[src/rtl/counter_ctrl_pkg.sv]
// Shared types and function-select codes for the counter command front end.
package counter_ctrl_pkg;

  typedef enum logic [1:0] {
    IDLE      = 2'd0,
    HOLD_WAIT = 2'd1,
    REPEAT    = 2'd2,
    RELEASE   = 2'd3
  } ctrl_state_t;

  localparam logic [1:0] S_NOP  = 2'b00;
  localparam logic [1:0] S_LOAD = 2'b01;
  localparam logic [1:0] S_UP   = 2'b10;
  localparam logic [1:0] S_DOWN = 2'b11;

endpackage

[src/rtl/counter_cmd_ctrl_btn_debounce.sv]
// One raw button: 2-flop synchronizer, stable-count debounce, debounced level
// and a registered one-cycle rise flag.
module btn_debounce #(
  parameter int DB_CYCLES = 4
) (
  input  logic clk_i,
  input  logic rst_i,
  input  logic btn_i,
  output logic level_o,
  output logic rise_o
);

  localparam int CNT_W = (DB_CYCLES > 2) ? $clog2(DB_CYCLES) : 1;
  localparam logic [CNT_W-1:0] CNT_LAST = CNT_W'(DB_CYCLES - 1);

  logic             sync1_q;
  logic             sync2_q;
  logic [CNT_W-1:0] cnt_q;
  logic             lvl_q;
  logic             lvl_dly_q;
  logic             rise_q;

  // Rise flag is taken from the registered level, so it trails the level by a cycle.
  always_ff @(posedge clk_i or posedge rst_i) begin
    if (rst_i) begin
      sync1_q   <= 1'b0;
      sync2_q   <= 1'b0;
      cnt_q     <= '0;
      lvl_q     <= 1'b0;
      lvl_dly_q <= 1'b0;
      rise_q    <= 1'b0;
    end else begin
      sync1_q   <= btn_i;
      sync2_q   <= sync1_q;
      lvl_dly_q <= lvl_q;
      rise_q    <= lvl_q & ~lvl_dly_q;
      if (sync2_q != lvl_q) begin
        if (cnt_q == CNT_LAST) begin
          lvl_q <= ~lvl_q;
          cnt_q <= '0;
        end else begin
          cnt_q <= cnt_q + CNT_W'(1);
        end
      end else begin
        cnt_q <= '0;
      end
    end
  end

  assign level_o = lvl_q;
  assign rise_o  = rise_q;

endmodule

[src/rtl/counter_cmd_ctrl_sva.sv]
// Protocol checks on the command outputs of counter_cmd_ctrl.
module counter_cmd_ctrl_sva #(
  parameter int REPEAT_RATE = 8
) (
  input logic       clk_i,
  input logic       rst_i,
  input logic       en_i,
  input logic [1:0] s_i
);

  a_rate_min: assert property (@(posedge clk_i) REPEAT_RATE >= 2)
    else $error("REPEAT_RATE must be at least 2");

  a_no_back_to_back: assert property (@(posedge clk_i) disable iff (rst_i) en_i |=> !en_i)
    else $error("EN high in consecutive cycles");

  a_nop_when_idle: assert property (@(posedge clk_i) disable iff (rst_i) !en_i |-> (s_i == 2'b00))
    else $error("S not NOP while EN low");

endmodule

[src/rtl/counter_cmd_ctrl.sv]
// Command front end: debounces up/down/load buttons and issues single-cycle
// EN/S/D commands to the 4-bit counter, with auto-repeat for up/down.
module counter_cmd_ctrl
  import counter_ctrl_pkg::*;
#(
  parameter int W            = 4,
  parameter int DB_CYCLES    = 4,
  parameter int REPEAT_DELAY = 16,
  parameter int REPEAT_RATE  = 8
) (
  input  logic         CLK,
  input  logic         RST,
  input  logic         BTN_UP,
  input  logic         BTN_DN,
  input  logic         BTN_LD,
  input  logic [W-1:0] SW,
  output logic         EN,
  output logic [1:0]   S,
  output logic [W-1:0] D
);

  localparam int RPT_MAX = (REPEAT_DELAY > REPEAT_RATE) ? REPEAT_DELAY : REPEAT_RATE;
  localparam int RPT_W   = (RPT_MAX > 2) ? $clog2(RPT_MAX) : 1;
  localparam logic [RPT_W-1:0] RPT_DELAY_LD = RPT_W'(REPEAT_DELAY - 1);
  localparam logic [RPT_W-1:0] RPT_RATE_LD  = RPT_W'(REPEAT_RATE - 1);

  logic up_lvl, up_rise, dn_lvl, dn_rise, ld_lvl, ld_rise;
  logic active_lvl;

  logic [W-1:0]     sw_s1_q, sw_s2_q;
  ctrl_state_t      state_q;
  logic [RPT_W-1:0] rpt_q;
  logic [1:0]       dir_q;
  logic             en_q;
  logic [1:0]       s_q;
  logic [W-1:0]     d_q;

  btn_debounce #(.DB_CYCLES(DB_CYCLES)) u_db_up (
    .clk_i(CLK), .rst_i(RST), .btn_i(BTN_UP), .level_o(up_lvl), .rise_o(up_rise)
  );
  btn_debounce #(.DB_CYCLES(DB_CYCLES)) u_db_dn (
    .clk_i(CLK), .rst_i(RST), .btn_i(BTN_DN), .level_o(dn_lvl), .rise_o(dn_rise)
  );
  btn_debounce #(.DB_CYCLES(DB_CYCLES)) u_db_ld (
    .clk_i(CLK), .rst_i(RST), .btn_i(BTN_LD), .level_o(ld_lvl), .rise_o(ld_rise)
  );

  // Switches only need synchronizing; they are sampled at the load pulse.
  always_ff @(posedge CLK or posedge RST) begin
    if (RST) begin
      sw_s1_q <= '0;
      sw_s2_q <= '0;
    end else begin
      sw_s1_q <= SW;
      sw_s2_q <= sw_s1_q;
    end
  end

  assign active_lvl = (dir_q == S_UP) ? up_lvl : dn_lvl;

  // Command FSM; outputs default to NOP so every pulse lasts exactly one cycle.
  always_ff @(posedge CLK or posedge RST) begin
    if (RST) begin
      state_q <= IDLE;
      rpt_q   <= '0;
      dir_q   <= S_UP;
      en_q    <= 1'b0;
      s_q     <= S_NOP;
      d_q     <= '0;
    end else begin
      en_q <= 1'b0;
      s_q  <= S_NOP;
      case (state_q)
        IDLE: begin
          if (ld_rise) begin
            en_q    <= 1'b1;
            s_q     <= S_LOAD;
            d_q     <= sw_s2_q;
            state_q <= RELEASE;
          end else if (up_rise) begin
            en_q    <= 1'b1;
            s_q     <= S_UP;
            dir_q   <= S_UP;
            rpt_q   <= RPT_DELAY_LD;
            state_q <= HOLD_WAIT;
          end else if (dn_rise) begin
            en_q    <= 1'b1;
            s_q     <= S_DOWN;
            dir_q   <= S_DOWN;
            rpt_q   <= RPT_DELAY_LD;
            state_q <= HOLD_WAIT;
          end else begin
            state_q <= IDLE;
          end
        end
        HOLD_WAIT, REPEAT: begin
          if (!active_lvl) begin
            state_q <= RELEASE;
          end else if (rpt_q == '0) begin
            en_q    <= 1'b1;
            s_q     <= dir_q;
            rpt_q   <= RPT_RATE_LD;
            state_q <= REPEAT;
          end else begin
            rpt_q <= rpt_q - RPT_W'(1);
          end
        end
        RELEASE: begin
          if (!(up_lvl || dn_lvl || ld_lvl)) begin
            state_q <= IDLE;
          end else begin
            state_q <= RELEASE;
          end
        end
        default: state_q <= IDLE;
      endcase
    end
  end

  assign EN = en_q;
  assign S  = s_q;
  assign D  = d_q;

  counter_cmd_ctrl_sva #(.REPEAT_RATE(REPEAT_RATE)) u_sva (
    .clk_i(CLK), .rst_i(RST), .en_i(en_q), .s_i(s_q)
  );

endmodule

[config.mk]
export PLATFORM = sky130hd
export DESIGN_NAME = counter_cmd_ctrl
export DESIGN_NICKNAME = d
export VERILOG_FILES = /design/src/rtl/counter_ctrl_pkg.sv /design/src/rtl/counter_cmd_ctrl_btn_debounce.sv /design/src/rtl/counter_cmd_ctrl_sva.sv /design/src/rtl/counter_cmd_ctrl.sv
export SDC_FILE = /design/constraint.sdc
export NUM_CORES = 1
export LEC_CHECK = 0
export BUFFER_PORTS_ARGS = -buffer_cell sky130_fd_sc_hd__buf_4
export CAP_MARGIN = 25
export CORE_ASPECT_RATIO = 0.7
export CORE_MARGIN = 2
export CORE_UTILIZATION = 55
export CTS_CLUSTER_DIAMETER = 60
export CTS_CLUSTER_SIZE = 10
export DETAILED_ROUTE_END_ITERATION = 6
export GPL_TIMING_DRIVEN = 1
export PLACE_DENSITY = 0.84
export SETUP_SLACK_MARGIN = 0.15
export SLEW_MARGIN = 20
export SYNTH_ARGS = -nofsm -noshare
export SYNTH_HDL_FRONTEND = slang
export SYNTH_SLANG_ARGS = --single-unit
[constraint.sdc]
create_clock -name CLK -period 2.2 [get_ports CLK]
set_clock_uncertainty 0.05 [all_clocks]
set_input_delay 0.22 -clock CLK [delete_from_list [all_inputs] [get_ports CLK]]
set_output_delay 0.22 -clock CLK [all_outputs]
set_load 0.05 [all_outputs]
==> results of run 1 <==
-- how the worst min path moves through the flow --
| stage | from | cells after the start | end |
|---|---|---|---|
| after floorplan | SW[0] | 0 | sw_s1_q[0]$_DFF_PP0_ |
| after global placement | SW[3] | 1 | sw_s1_q[3]$_DFF_PP0_ |
| after detailed placement | BTN_DN | 1 | u_db_dn.sync1_q$_DFF_PP0_ |
| after CTS | RST | 3 | sw_s1_q[1]$_DFF_PP0_ |
| after global routing | RST | 3 | D[2]$_DFFE_PP0N_ |
| final | RST | 3 | sw_s1_q[1]$_DFF_PP0_ |
-- power by group through the flow --
stage / logic (W) / registers (W) / clock network [W]
2_1_floorplan: 0.000667 / 0.00141 / 0
3_3_place_gp: 0.00107 / 0.00125 / 0
3_5_place_dp: 0.00114 / 0.00127 / 0
4_1_cts: 0.00116 / 0.00125 / 0.000608
5_1_grt: 0.00126 / 0.00130 / 0.000639
6_report: 0.00116 / 0.00125 / 0.000590
-- worst max-delay path: stages (launching register included) --
cell and delay, ns:
dfrtp_1 0.38, inv_1 0.06, ha_1 0.47, nand2b_1 0.18, o21a_1 0.19, o31ai_1 0.25
a22oi_1 0.10
-- flip-flops by register name, summed over array words and instances (netlist names), 2 cells and up --
register and cells:
sw_s2_q 4, D 4, u_db_dn.cnt_q 2, rpt_q 4, sw_s1_q 4, u_db_ld.cnt_q 2
S 2, u_db_up.cnt_q 2, state_q 2
-- per-stage QoR --
step / instances / cell area [um2] / power (W) / setup slack [ns] / hold slack (ns)
2_1_floorplan: 118 / 1610 / 0.00208 / 0.443 / 0.201
3_3_place_gp: 169 / 1770 / 0.00232 / 0.501 / 0.280
3_5_place_dp: 169 / 1770 / 0.00241 / 0.447 / 0.281
4_1_cts: 183 / 1950 / 0.00302 / 0.426 / 0.0221
5_1_grt: 183 / 1950 / 0.00320 / 0.291 / 0.0448
6_report: 183 / 1950 / 0.00301 / 0.389 / 0.0103
-- layer usage --
metal  up-vias  part of all wire  wire, um
li1        469                 -         -
met1       486              0.43      1210
met2        33              0.48      1360
met3         9             0.059       166
met4         0             0.026        74
met5         -                 0         0
-- cell usage in the layout, fill, tap and decap left out --
master         instances
and2b_1                1
o21ai_1                1
clkbuf_8               5
mux2i_2                1
nand2_1                2
o31ai_1                2
or3b_2                 1
nor2_1                 4
or4_1                  1
a31oi_1                1
xnor2_1                1
o21ai_0                5
nand4_1                2
and2_1                 2
a21oi_1                5
nand3b_1               1
buf_4                 16
dfrtp_1               43
clkinvlp_4             1
nor3_1                 1
dlygate4sd3_1          7
bufinv_16              1
o311ai_0               1
nor2b_1                5
nand2b_1               4
nor3b_1                3
mux2_2                 7
a41oi_1                2
o21a_1                 2
a22oi_1                1
o31a_1                 1
nand3_1                2
ha_1                   6
o22ai_1                1
inv_1                  6
xor2_1                 2
-- final cells by class --
class                           count  area share
Tap cell                           36      0.0231
Clock buffer                        5      0.0353
Timing Repair Buffer               23      0.0977
Multi-Input combinational cell     68       0.260
Clock inverter                      2      0.0193
Inverter                            6      0.0116
Sequential cell                    43       0.553
-- cell families after synthesis --
group | Yosys count
XOR/XNOR | 3
AND/OR/NAND/NOR | 29
flip-flops | 43
AO/OA/AOI/OAI | 22
buffers and inverters | 7
adder cells (fa/ha/maj) | 6
multiplexers | 8
==> reports/metrics.yaml, run 1 <==
critical_path:
  r2r-end: "rpt_q[0]$_DFFE_PP0P_"
  timing_worst_setup_path_type: "flop to flop"
  critPathRequiredTime_ns: 2.32
  reg2reg_from: "state_q[1]$_DFFE_PP0P_"
  r2r_slack_ns: 0.39
  crit_path_max_fanout: 11
  end_kind: "flop"
  critical_path.startpoint_type: "flop"
  worstRegToRegCells: 6
  startpoint: "state_q[1]$_DFFE_PP0P_"
  crit_path_end: "rpt_q[0]$_DFFE_PP0P_"
  cp_data_arrival_time_ns: 1.93
clocking:
  clk_latency_ns: 0.30
  numCtsBuffers: 5
  path_clk_slew_ns: 0.08
  clk_root_buffer_cell: "clkbuf_8"
  cts_sinks: 43
  htreeDepth: 2
  hold_buffers: 7
  cts.path.max_buffers: 2
  cts_tree: "done"
  post_cts_buffers: 0
  ctsResizeCount: 0
logic_synthesis:
  ys.flop_type: "dfrtp_1"
  synth.distinct_cells: 32
  synth_xor_area_frac: 0.0163
  yosysMostFrequentCell: "dfrtp_1"
  netlist.area_leader.share: 0.669
  ys_seq_area_frac: 0.669
  synth_area_leader_cell: "dfrtp_1"
  synthSimpleGateAreaFrac: 0.107
  synth_cells: 118
  synth-compound-area-share: 0.0871
  async_flop_share: 1.00
  postSynthAreaPerCell_um2: 13.6
  synth_commonest_cells: "43 x dfrtp_1, 7 x mux2_2, 6 x ha_1, 6 x inv_1"
  synth_fa_ha_area_frac: 0.0467
  synth_top_family_by_area: "simple AND/OR/NAND/NOR gates"
  synth-seq-cells: 43
  ys_top_cells_by_area: "dfrtp_1 67%, mux2_2 4.9%, ha_1 4.7%"
  syn_area_um2: 1610
  synth_fp_nets: 133
  muxShareOfSynthArea: 0.0575
  synth_edf_count: 0
  yosysWarnings: 0
die:
  start_util: 0.578
  dieArea_um2: 3380
  std_cell_rows: 16
  die-width_um: 68.6
  dieHeight_um: 49.3
  ioPinCount: 16
  core-area_um2: 2780
power_and_ir_drop:
  clock_power_share: 0.196
  peakVddDrop_uv: 696
  seqPwrFrac: 0.417
  p_int_w: 0.00186
  power_switching_w: 0.00115
  netSwitchingFraction: 0.381
  leakage_nw: 0.900
  combPwrFrac: 0.386
  pwr_density_cell_nw_per_um2: 1540
detailed_routing:
  vias_per_cell: 5.45
  vias: 997
  wire_per_inst_um: 15.3
  drc_errors: 0
  drtIter0Drc: 74
  antenna_left: 0
  drt_pass1_iterations: 4
  routed_wl_mm: 2.80
placed_design:
  dpl.hpwl_mm: 1.87
  portBuffers: 15
  gp_congestion: 0.797
global_routing:
  grt_use_met2: 0.316
  grt_use_met1: 0.240
  overflow: 0
  grt_max_degree: 44
  grt_pass1_vias: 1032
  antenna_found_initial: 0
  grt_pass1_wl_mm: 4.72
  grt_util_met3: 0.0739
  gr-max-usage-layer: "met2"
  globalRouteTotalUtil: 0.204
min_path:
  hold_path_class: "input port to async pin"
sta:
  rsz0062_at_grt: "no"
  max_freq_mhz: 552
  min_period_over_period: 0.823
  hold_violations: 0
  worst_pin_slew_ns: 0.511
  fin_crit_ns: 1.81
  maxSlewHeadroom: 0.659
  fin_tns_setup_ns: 0
  slew_violations: 0
  finalSetupViolCount: 0
cells_and_area:
  multiInputGateArea_um2: 507
  seq_area_um2: 1080
  fin_util: 0.700
  area_growth_pct: 21.0
  num-fill-cells: 194
  final_layout_size_suffix_gt1_frac: 0.218
  nNetsFinal: 162
  antennaDiodeCount: 0
job:
  max_cap_viol_count: 0
status:
  status: "completed"
(Power assumes the default switching activity.)
==> inputs of run 2 (changes only) <==
Clock period 2.2 ns to 1.7 ns, I/O delays scaled along.
==> run 2 against run 1 <==
Effect of this change: utilization rose by 4.5 points; combinational power rose by 71%; first-iteration DRC count rose by 55%; non-clock buffer count rose by 7; routed wire length rose by 15%; flip-flop and latch count did not move; register-to-register slack got worse by 0.27 ns; via count rose by 8.8%; critical path depth did not move; fmax rose by 14%; sequential power rose by 30%; worst setup slack got worse by 0.27 ns.
==> reports/metrics.yaml, run 2 (same netlist as run 1, synthesis figures left out) <==
detailed_routing:
  routed_wl_mm: 3.23
  vias_per_cell: 5.71
  drc_errors: 0
  drt_pass1_iterations: 4
  antenna_left: 0
  vias: 1085
  wire_per_inst_um: 17.0
  drtIter0Drc: 115
critical_path:
  worstRegToRegCells: 6
  cp_data_arrival_time_ns: 1.67
  critPathRequiredTime_ns: 1.79
  timing_worst_setup_path_type: "flop to flop"
  critical_path.startpoint_type: "flop"
  crit_path_max_fanout: 4
  end_kind: "flop"
power_and_ir_drop:
  power.total_w: 0.00422
  peakVddDrop_uv: 963
  leakage_nw: 0.952
  pwr_density_cell_nw_per_um2: 2040
global_routing:
  grt_util_met3: 0.0624
  grt_use_met2: 0.343
  overflow: 0
  grt_pass1_vias: 1076
  grt_use_met1: 0.239
  gr-max-usage-layer: "met2"
  antenna_found_initial: 0
  globalRouteTotalUtil: 0.201
  grt_pass1_wl_mm: 4.84
  grt_max_degree: 44
clocking:
  cts_sinks: 43
  path_clk_slew_ns: 0.08
  htreeDepth: 2
  clk_latency_ns: 0.29
  clk_root_buffer_cell: "clkbuf_8"
  cts_tree: "done"
  cts.path.max_buffers: 2
  numCtsBuffers: 5
min_path:
  hold_path_class: "flop to flop"
  whs_path_depth: 0
die:
  std_cell_rows: 16
  dieArea_um2: 3380
  die-width_um: 68.6
  ioPinCount: 16
  dieHeight_um: 49.3
  core-area_um2: 2780
  start_util: 0.578
job:
  max_cap_viol_count: 0
sta:
  finalSetupViolCount: 0
  fin_crit_ns: 1.58
  maxSlewHeadroom: 0.654
  worst_pin_slew_ns: 0.518
  hold_violations: 0
  slew_violations: 0
  layout_setup_ws_ns: 0.118
  fin_tns_setup_ns: 0
  rsz0062_at_grt: "yes"
  max_freq_mhz: 632
  min_period_over_period: 0.931
placed_design:
  gp_congestion: 0.915
  dp.cells: 173
  portBuffers: 15
  place_ws_ns: -0.00952
  dpl.hpwl_mm: 1.95
cells_and_area:
  num-fill-cells: 169
  nNetsFinal: 169
  final_layout_size_suffix_gt1_frac: 0.318
  fin_util: 0.744
  antennaDiodeCount: 0
  layoutNonFillerInstCount: 190
  layout_commonest_cell: "dfrtp_1"
  area_growth_pct: 28.7
  final_cell_mix: "43 x dfrtp_1, 21 x buf_4, 8 x dlygate4sd3_1"
status:
  status: "completed"
-- run 2: worst max-delay path: stages (launching register included) --
cell and delay, ns:
dfrtp_1 0.38, inv_1 0.11, ha_4 0.18, nor3b_4 0.16, or3b_4 0.41, nor2_2 0.10, a41oi_1 0.05
-- run 2: area by class of cell --
class / instances / area (um2) / share of cell area
sequential: 43 / 1080 / 0.520
multi-input combinational: 68 / 591 / 0.285
timing repair buffer: 30 / 249 / 0.120
clock buffer: 6 / 82.6 / 0.0399
tap: 36 / 45.0 / 0.0218
inverter: 6 / 22.5 / 0.0109
clock inverter: 1 / 5.00 / 0.00242
-- run 2: path summary, 6_finish.rpt --
| kind | startpoint | end | slack, ns |
|---|---|---|---|
| min reg2reg | sw_s1_q[1]$_DFF_PP0_ | sw_s2_q[1]$_DFF_PP0_ | 0.30 |
| min in group asynchronous | RST | u_db_up.rise_o$_DFF_PP0_ | 0.51 |
| min | sw_s1_q[1]$_DFF_PP0_ | sw_s2_q[1]$_DFF_PP0_ | 0.30 |
| max | rpt_q[0]$_DFFE_PP0P_ | state_q[1]$_DFFE_PP0P_ | 0.12 |
| max reg2reg | rpt_q[0]$_DFFE_PP0P_ | state_q[1]$_DFFE_PP0P_ | 0.12 |
| max in group asynchronous | RST | u_db_ld.sync1_q$_DFF_PP0_ | 0.72 |
-- run 2: metrics by stage --
stage               hold WS [ns]  cell area, um2
floorplan                  0.151            1620
global placement           0.229            1800
detailed placement         0.230            1800
CTS                        0.303            1990
global route               0.304            2070
finish                     0.302            2070
-- run 2: repair_timing --
| item | 4_1_cts | 5_1_grt |
|---|---|---|
| resized for setup | 5 | 12 |
| pin swaps | 1 | 2 |
| setup buffers | 1 | 1 |
| setup endpoints to repair | 6 | 6 |
| hold endpoints to repair | 50 | 0 |
| hold buffers | 8 | 0 |
-- run 2: where the power goes --
| part | switching (W) | internal (W) | total (W) |
|---|---|---|---|
| Combinational | 0.00110 | 0.000877 | 0.00198 |
| Clock | 0.000309 | 0.000318 | 0.000627 |
| Sequential | 0.000251 | 0.00136 | 0.00162 |
| Total | 0.00166 | 0.00256 | 0.00422 |
-- run 2: routing by layer --
| metal | share of wire | vias to the layer above |
|---|---|---|
| li1 | - | 485 |
| met4 | 0.024 | 0 |
| met5 | 0 | - |
| met1 | 0.38 | 551 |
| met2 | 0.53 | 41 |
| met3 | 0.066 | 8 |
==> inputs of run 3 (changes only) <==
Settings changed: ABC_AREA set to 1.
==> run 3 against run 2 <==
Effect of this change: final cell count is 14% higher; register-to-register slack better by 0.17 ns; cell area down 3.9%; die area increased by 1.9%; total power shrank 8.3%; worst hold slack better by 0.0025 ns; area after synthesis up 2.1%.
==> reports/metrics.yaml, run 3 <==
power_and_ir_drop:
  leakage_nw: 1.02
  peakVddDrop_uv: 935
  pwr_density_cell_nw_per_um2: 1950
  power.total_w: 0.00387
cells_and_area:
  area_growth_pct: 21.1
  num-fill-cells: 196
  seq_area_um2: 1080
  final_layout_size_suffix_gt1_frac: 0.221
  final_cell_mix: "43 x dfrtp_1, 34 x nand2_1, 17 x inv_1"
  multiInputGateArea_um2: 498
  layout_commonest_cell: "dfrtp_1"
  nNetsFinal: 195
  antennaDiodeCount: 0
logic_synthesis:
  ys_top_cells_by_area: "dfrtp_1 65%, nand2_1 7.8%, ha_1 4.6%"
  async_flop_share: 1.00
  yosysWarnings: 0
  synth.distinct_cells: 21
  syn_area_um2: 1640
  ys.flop_type: "dfrtp_1"
  netlist.area_leader.share: 0.655
  synth_area_leader_cell: "dfrtp_1"
  synth_fp_nets: 165
  ys_seq_area_frac: 0.655
  synth_cells: 150
  synth-seq-cells: 43
  postSynthAreaPerCell_um2: 11.0
  synth_commonest_cells: "43 x dfrtp_1, 34 x nand2_1, 17 x inv_1"
  synth_edf_count: 0
  yosysMostFrequentCell: "dfrtp_1"
job:
  max_cap_viol_count: 0
global_routing:
  grt_max_degree: 44
  globalRouteTotalUtil: 0.177
  grt_pass1_wl_mm: 4.55
  antenna_found_initial: 0
  grt_pass1_vias: 1114
  overflow: 0
critical_path:
  critical_path.startpoint_type: "flop"
  cp_data_arrival_time_ns: 1.54
  crit_path_max_fanout: 5
  worstRegToRegCells: 9
  r2r-end: "state_q[1]$_DFFE_PP0P_"
  reg2reg_from: "rpt_q[0]$_DFFE_PP0P_"
  cp_slowest_stage_delay_ns: 0.43
  end_kind: "flop"
  timing_worst_setup_path_type: "flop to flop"
  critical_path.cell_chain: "inv_1 > ha_1 > nand2_1 > nor2_4 > inv_1 > nand3_2 > inv_1 > nand2_1 > nand2_1"
  critPathRequiredTime_ns: 1.83
  r2r_slack_ns: 0.29
  critPathSlowestCell: "dfrtp_1"
min_path:
  whs_path_depth: 0
  hold_path_class: "flop to flop"
  min_to: "sw_s2_q[3]$_DFF_PP0_"
  worstHoldStart: "sw_s1_q[3]$_DFF_PP0_"
sta:
  rsz0062_at_grt: "no"
  max_freq_mhz: 710
  finalSetupViolCount: 0
  hold_violations: 0
  worst_pin_slew_ns: 0.504
  maxSlewHeadroom: 0.664
  slew_violations: 0
  fin_tns_setup_ns: 0
  min_period_over_period: 0.828
  fin_crit_ns: 1.41
clocking:
  path_clk_slew_ns: 0.08
  clk_root_buffer_cell: "clkbuf_8"
  clk_latency_ns: 0.29
  cts.path.max_buffers: 2
  cts_tree: "done"
  cts_sinks: 43
  htreeDepth: 2
  numCtsBuffers: 5
detailed_routing:
  drtIter0Drc: 113
  drc_errors: 0
  routed_wl_mm: 2.52
  antenna_left: 0
  vias_per_cell: 4.89
  wire_per_inst_um: 11.6
  vias: 1062
  drt_pass1_iterations: 5
die:
  start_util: 0.582
  dieArea_um2: 3450
  die-width_um: 69.3
  std_cell_rows: 16
  ioPinCount: 16
  dieHeight_um: 49.7
  core-area_um2: 2820
placed_design:
  dpl.hpwl_mm: 1.74
  gp_congestion: 0.896
  portBuffers: 15
status:
  status: "completed"
[run 3: cell types whose count changed after synthesis, moves of 3 or more]
| cell | delta |
|---|---|
| nand2_1 | +32 |
| nand2b_1 | -4 |
| nor2_1 | +7 |
| mux2_2 | -3 |
| nor3b_1 | -3 |
| o21ai_0 | +3 |
| nor2b_1 | -5 |
| inv_1 | +11 |
| nand2_2 | +3 |
[run 3: worst max-delay path: cells and delay by family, from the launching register on]
family / cells / cell delay [ns]
and+or+nand+nor: 5 / 0.44
buffers and inverters: 3 / 0.20
adders and majority gates: 1 / 0.18
DFF: 1 / 0.43
[run 3: worst max path at each step]
stage | from | to | slack, ns
floorplan | state_q[0]$_DFFE_PP0P_ | rpt_q[3]$_DFFE_PP0P_ | 0.37
global placement | state_q[0]$_DFFE_PP0P_ | rpt_q[1]$_DFFE_PP0P_ | 0.31
detailed placement | state_q[0]$_DFFE_PP0P_ | rpt_q[1]$_DFFE_PP0P_ | 0.23
CTS | state_q[0]$_DFFE_PP0P_ | rpt_q[1]$_DFFE_PP0P_ | 0.20
global route | rpt_q[0]$_DFFE_PP0P_ | state_q[1]$_DFFE_PP0P_ | 0.18
finish | rpt_q[0]$_DFFE_PP0P_ | state_q[1]$_DFFE_PP0P_ | 0.29
[run 3: what timing repair did]
action | CTS | global route
setup buffers | 0 | 0
setup endpoints to repair | 0 | 6
gates resized for setup | 0 | 2
hold endpoints to repair | 50 | 0
hold buffers | 8 | 0
[run 3: cells by family (layout without fill, tap and decap cells)]
kind of cell | Yosys count | count (layout) | share of synthesized area
muxes | 4 | 4 | 0.0274
buffers and inverters | 20 | 51 | 0.0465
xor gates and xnor gates | 3 | 3 | 0.0160
AOI/OAI and AO/OA | 13 | 13 | 0.0396
DFF | 43 | 43 | 0.655
and+or+nand+nor | 61 | 61 | 0.170
adders and majority gates | 6 | 6 | 0.0457
[run 3: per-stage QoR]
step	worst slack (ns)	cell area [um2]	hold slack [ns]	utilization	cells
global route	0.181	1990	0.324	0.705	217
detailed placement	0.227	1800	0.231	0.639	201
floorplan	0.374	1640	0.151	-	150
global placement	0.307	1800	0.230	0.639	201
finish	0.292	1990	0.305	0.705	217
CTS	0.205	1980	0.310	0.702	217
[run 3: power breakdown]
part	switching, W	leakage, nW	internal, W	total (W)
Combinational	0.00103	0.442	0.000599	0.00162
Sequential	0.000220	0.527	0.00136	0.00158
Clock	0.000336	0.0474	0.000331	0.000667
[run 3: routing by layer]
layer  global-route usage  part of all wire  vias to the layer above
met3               0.0941             0.052                        7
met4               0.0425             0.018                        0
met5                    0                 0                        -
met2                0.288              0.47                       29
li1                     -                 -                      525
met1                0.211              0.46                      501
[run 3: final cells by class]
| type | instances | share of cell area |
|---|---|---|
| Timing Repair Buffer | 24 | 0.101 |
| Multi-Input combinational cell | 87 | 0.250 |
| Sequential cell | 43 | 0.541 |
| Clock buffer | 6 | 0.0415 |
| Clock inverter | 2 | 0.00818 |
| Tap cell | 36 | 0.0226 |
| Inverter | 19 | 0.0358 |
